===== src/rtl/int_to_fp_if.sv =====
// Handshake and result bundle between an integer producer and the int_to_fp converter.
// The slave modport is the converter's view; the master modport is the producer/consumer's view.
interface int_to_fp_if #(
    parameter int INT_W = 12
) ();
    logic             in_valid;
    logic             in_ready;
    logic [INT_W-1:0] in_data;
    logic             out_valid;
    logic             out_ready;
    logic             sign_out;
    logic [3:0]       exp_out;
    logic [7:0]       frac_out;

    modport slave (
        input  in_valid, in_data, out_ready,
        output in_ready, out_valid, sign_out, exp_out, frac_out
    );

    modport master (
        output in_valid, in_data, out_ready,
        input  in_ready, out_valid, sign_out, exp_out, frac_out
    );
endinterface


===== src/rtl/int_to_fp.sv =====
// Serial signed-integer to 13-bit float converter (sign, 4-bit exponent, 8-bit 0.frac mantissa).
// Normalizes by shifting the magnitude left one bit per clock until its MSB is set.
module int_to_fp #(
    parameter int INT_W = 12
) (
    input logic        clk,
    input logic        reset,
    int_to_fp_if.slave bus
);
    typedef enum logic [1:0] {IDLE, ABS, NORM, DONE} state_t;

    localparam logic [3:0] EXP_INIT = 4'(INT_W);

    state_t           state;
    state_t           next_state;
    logic [INT_W-1:0] data_reg;
    logic [INT_W-1:0] mag;
    logic             sign_reg;
    logic [3:0]       exp_reg;
    logic             sign_q;
    logic [3:0]       exp_q;
    logic [7:0]       frac_q;

    assign bus.in_ready  = (state == IDLE);
    assign bus.out_valid = (state == DONE);
    assign bus.sign_out  = sign_q;
    assign bus.exp_out   = exp_q;
    assign bus.frac_out  = frac_q;

    always_ff @(posedge clk) begin
        if (reset) begin
            state <= IDLE;
        end else begin
            state <= next_state;
        end
    end

    always_comb begin
        next_state = state;
        case (state)
            IDLE: if (bus.in_valid) next_state = ABS;
            ABS:  next_state = NORM;
            NORM: if (mag[INT_W-1] || (mag == '0)) next_state = DONE;
            DONE: if (bus.out_ready) next_state = IDLE;
            default: next_state = IDLE;
        endcase
    end

    // The most negative input negates to 2^(INT_W-1), which is still correct read as unsigned.
    always_ff @(posedge clk) begin
        if (reset) begin
            data_reg <= '0;
            sign_reg <= 1'b0;
            mag      <= '0;
            exp_reg  <= '0;
            sign_q   <= 1'b0;
            exp_q    <= '0;
            frac_q   <= '0;
        end else begin
            case (state)
                IDLE: begin
                    if (bus.in_valid) begin
                        data_reg <= bus.in_data;
                        sign_reg <= bus.in_data[INT_W-1];
                    end
                end
                ABS: begin
                    mag     <= sign_reg ? (~data_reg + 1'b1) : data_reg;
                    exp_reg <= EXP_INIT;
                end
                NORM: begin
                    if (mag[INT_W-1]) begin
                        frac_q <= mag[INT_W-1 -: 8];
                        exp_q  <= exp_reg;
                        sign_q <= sign_reg;
                    end else if (mag == '0) begin
                        frac_q <= '0;
                        exp_q  <= '0;
                        sign_q <= 1'b0;
                    end else begin
                        mag     <= mag << 1;
                        exp_reg <= exp_reg - 4'd1;
                    end
                end
                default: begin
                end
            endcase
        end
    end
endmodule


===== src/flat_wrapper.sv =====
// flat-port wrapper written by rule: the top's interface ports become plain ports
module int_to_fp_flat 
#(
    parameter int INT_W = 12
)
  (clk, reset, bus_in_valid, bus_in_data, bus_out_ready, bus_in_ready, bus_out_valid, bus_sign_out, bus_exp_out, bus_frac_out);
  int_to_fp_if #(.INT_W(INT_W)) bus_i ();
  input logic clk;
  input logic reset;
  input wire logic [$bits(bus_i.in_valid)-1:0] bus_in_valid;
  input wire logic [$bits(bus_i.in_data)-1:0] bus_in_data;
  input wire logic [$bits(bus_i.out_ready)-1:0] bus_out_ready;
  output wire logic [$bits(bus_i.in_ready)-1:0] bus_in_ready;
  output wire logic [$bits(bus_i.out_valid)-1:0] bus_out_valid;
  output wire logic [$bits(bus_i.sign_out)-1:0] bus_sign_out;
  output wire logic [$bits(bus_i.exp_out)-1:0] bus_exp_out;
  output wire logic [$bits(bus_i.frac_out)-1:0] bus_frac_out;
  assign bus_i.in_valid = bus_in_valid;
  assign bus_i.in_data = bus_in_data;
  assign bus_i.out_ready = bus_out_ready;
  assign bus_in_ready = bus_i.in_ready;
  assign bus_out_valid = bus_i.out_valid;
  assign bus_sign_out = bus_i.sign_out;
  assign bus_exp_out = bus_i.exp_out;
  assign bus_frac_out = bus_i.frac_out;
  int_to_fp #(.INT_W(INT_W)) u_core (.clk(clk), .reset(reset), .bus(bus_i));
endmodule

===== config.mk =====
export PLATFORM = sky130hd
export DESIGN_NAME = int_to_fp_flat
export DESIGN_NICKNAME = d
export VERILOG_FILES = /design/src/rtl/int_to_fp_if.sv /design/src/rtl/int_to_fp.sv /design/src/flat_wrapper.sv
export SDC_FILE = /design/constraint.sdc
export NUM_CORES = 1
export LEC_CHECK = 0
export BUFFER_PORTS_ARGS = -buffer_cell sky130_fd_sc_hd__buf_2
export CORE_UTILIZATION = 55
export CTS_BUF_LIST = sky130_fd_sc_hd__clkbuf_4
export DETAILED_ROUTE_END_ITERATION = 10
export GPL_TIMING_DRIVEN = 0
export PLACE_DENSITY = 0.9
export SYNTH_ARGS = -nofsm -noshare
export SYNTH_HDL_FRONTEND = slang
export SYNTH_SLANG_ARGS = --single-unit

===== constraint.sdc =====
create_clock -name clk -period 5 [get_ports clk]
set_clock_uncertainty 0.15 [all_clocks]
set_input_delay 0.25 -clock clk [delete_from_list [all_inputs] [get_ports clk]]
set_output_delay 0.25 -clock clk [all_outputs]
set_load 0.02 [all_outputs]

==> metrics.md <==
| Metric | Value |
|---|---|
| Number of port buffers | `30` |
| Full die area | `0.00385 mm2` |
| Setup violators final | `0` |
| CP Max Fanout | `10` |
| CP Class | `reg -> reg` |
| GR Util met3 | `5.80%` |
| CP endpoint kind | `register` |
| Yosys warning count | `0` |
| Worst-Skew Late Latency | `0.36 ns` |
| VDD IR max | `275 uV` |
| Design area | `0.00236 mm2` |
| Clk buf depth | `2` |
| Status | `finished clean` |
| Grt peak-use layer | `met2` |
| Leakage | `0.955 nW` |
| Pwr Total | `0.00111 W` |
| Final worst-path cycle share | `43.9%` |
| First-pass iteration count of the detailed router | `4` |
| Max_cap viols | `0` |
| Share of layout cells above drive strength 1 | `16.8%` |
| P per Cell Area | `471 mW/mm2` |
| Critical Path RT | `5.09 ns` |
| Rel. slew slack | `63.0%` |
| Crit path max-delay family | `compound AO/OA/AOI/OAI gates` |
| Post-CTS Setup Repair Bufs | `0` |
| Cts hold-fix bufs | `12` |
| Clock sink count | `43` |
| Maximum clock frequency | `456 MHz` |
| CTS tree | `built` |
| Post-layout nets | `294` |
| CTS Buf Count | `5` |
| # diodes | `0` |
| Ports | `31` |
| Core area | `0.00339 mm2` |
| Hold Crit Class | `in -> reg` |
| Setup TNS | `0 ns` |
| Vias per cell | `5.77` |
| Root Buffer | `clkbuf_4` |
| Register clock-pin slew on the reported worst setup and hold paths | `0.12 ns` |
| Critical-path top delay cell | `ha_1` |
| Die Span X | `62.0 um` |
| Met2 track demand over resource | `43.2%` |
| Worst Tran Pin Value | `0.555 ns` |
| H-tree depth | `2` |
| Crit path DAT | `2.29 ns` |
| Vias in the first global route | `1569` |
| Fill count | `272` |
| Pre-CTS WS | `2.84 ns` |
| Area of the mapped netlist | `0.00198 mm2` |
| Cell Chain, Critical Path | `inv_1 > ha_1 > a21bo_4 > a41o_1 > buf_6 > a222oi_1 > nor2_1` |
| DRT antenna net count | `0` |
| Via count | `1841` |
| Initial Util | `58.5%` |
| Met1 Track Usage GR | `30.9%` |
| Number of buffers and inverters on the critical path | `2` |
| Die Y | `62.0 um` |
| Synth unique cells | `47` |
| Total GRT Usage | `25.4%` |
| Seq/Total Area, Yosys | `43.4%` |
| Synth Flop Type | `dfxtp_1` |
| Avg Inst Size Synth | `8.85 um2` |
| First-pass GRT wire length | `6950 um` |
| DRT Wirelength | `4420 um` |
| Slew Viols, Final | `0` |
| # rows | `21` |
| Clock period minus worst slack | `2.20 ns` |
| Fin. Hold Viols | `0` |
| CP Launch Type | `register` |
| Placed Area | `0.00219 mm2` |
| Dpl hpwl | `3060 um` |
| Syn_nets | `245` |
| Pin count of the biggest net entering global routing | `13` |
| Post-synth EDFFs | `0` |
| Cts repair resizes | `0` |
| DRC | `0` |
| Mapped Cells | `224` |
| Routed len/inst | `13.9 um` |
| GP Congestion | `0.855` |
| P&R area growth vs syn | `18.9%` |
| Initial antenna violation count | `0` |
| Post-synthesis register bit count | `43` |
| Worst Setup Slack, final | `2.80 ns` |
| Asr flop ratio synth | `0%` |
| Grt ovf | `0` |
| DRT iter0 DRCs | `124` |
| RSZ-0062 raised after global routing | `false` |
| Crit path largest cell delay | `0.43 ns` |
-- cell usage after synthesis (3+ instances only) --
master    instances  area (um2)
nor2_1            8        30.0
mux2i_1           3        30.0
o22ai_1           3        18.8
inv_1            10        37.5
nor3_1            6        30.0
xor2_1            3        26.3
dfxtp_1          43         861
and3_1            3        18.8
a22oi_1           3        22.5
nand2b_1          5        31.3
a21oi_1          21         105
nand2_1          36         135
a22o_1           13         114
a311oi_1          3        26.3
o21ai_0           4        20.0
clkbuf_1          8        30.0
ha_1              5        62.6
nor2b_1           3        18.8
o31ai_1           3        22.5
nand3_1           4        20.0
a222oi_1          3        30.0
-- routing by layer --
metal | share of wire [%] | up-vias
li1 | - | 918
met1 | 47 | 876
met2 | 47 | 40
met3 | 3.7 | 7
met4 | 1.8 | 0
met5 | 0 | -
-- stage by stage --
step	hold slack, ns	utilization, %	instances
after floorplan	0.236	-	224
after global placement	0.277	64.6	300
after detailed placement	0.305	64.6	300
after CTS	0.0712	69.5	319
after global routing	0.114	69.5	319
final	0.0763	69.5	319
-- worst reg2reg max path: cells and delay by family (launching register included) --
family / cells / cell delay (ns)
buf+inv: 2 / 0.20
fa+ha+maj: 1 / 0.43
compound gates: 3 / 0.83
simple gates: 1 / 0.06
flops: 1 / 0.40
-- cell usage in the layout (no fill, tap or decap), drive strengths merged, types with 3 or more instances in the layout --
cell,instances
xor2,3
inv,10
a21oi,21
nand2,36
dlygate4sd3,12
buf,34
a311oi,3
and3,3
nor3,6
nand2b,5
mux2i,3
o31ai,3
o22ai,3
dfxtp,43
nand3,4
o21ai,4
nor2,8
clkbuf,13
a222oi,3
nor4,4
a22o,13
nor2b,3
a22oi,3
ha,5
-- area by class of cell --
cell class / instances / area [um2] / share of cell area (%)
Clock inverter: 2 / 8.76 / 0.372
Multi-Input combinational cell: 159 / 1030 / 43.7
Inverter: 10 / 37.5 / 1.59
Timing Repair Buffer: 42 / 270 / 11.5
Tap cell: 46 / 57.6 / 2.44
Buffer: 12 / 55.1 / 2.34
Clock buffer: 5 / 37.5 / 1.59
Sequential cell: 43 / 861 / 36.5
-- report_power, final --
part	leakage (nW)	switching, W	internal [W]
Sequential	0.350	0.0000569	0.000394
Combinational	0.577	0.000289	0.000209
Clock	0.0285	0.000110	0.0000499
-- worst paths after layout --
kind	from	to	slack (ns)	cells after the start
worst max-delay path	u_core.state[1]	u_core.mag[3]	2.80	7
worst min-delay path	bus_in_valid	u_core.data_reg[0]	0.08	4
worst max register to register	u_core.state[1]	u_core.mag[3]	2.80	7
worst min register to register	u_core.bus.exp_out[3]	u_core.bus.exp_out[3]	0.33	1
-- cells by family (layout without fill, tap and decap cells) --
group	count (synthesis)	after routing	share of synthesized area, %
AOI/OAI and AO/OA	66	66	24.3
adders and majority gates	5	5	3.15
DFF	43	43	43.4
xor gates and xnor gates	5	5	2.21
and+or+nand+nor	80	80	20.8
muxes	3	3	1.51
buffers and inverters	22	71	4.67
(Power assumes the default switching activity.)
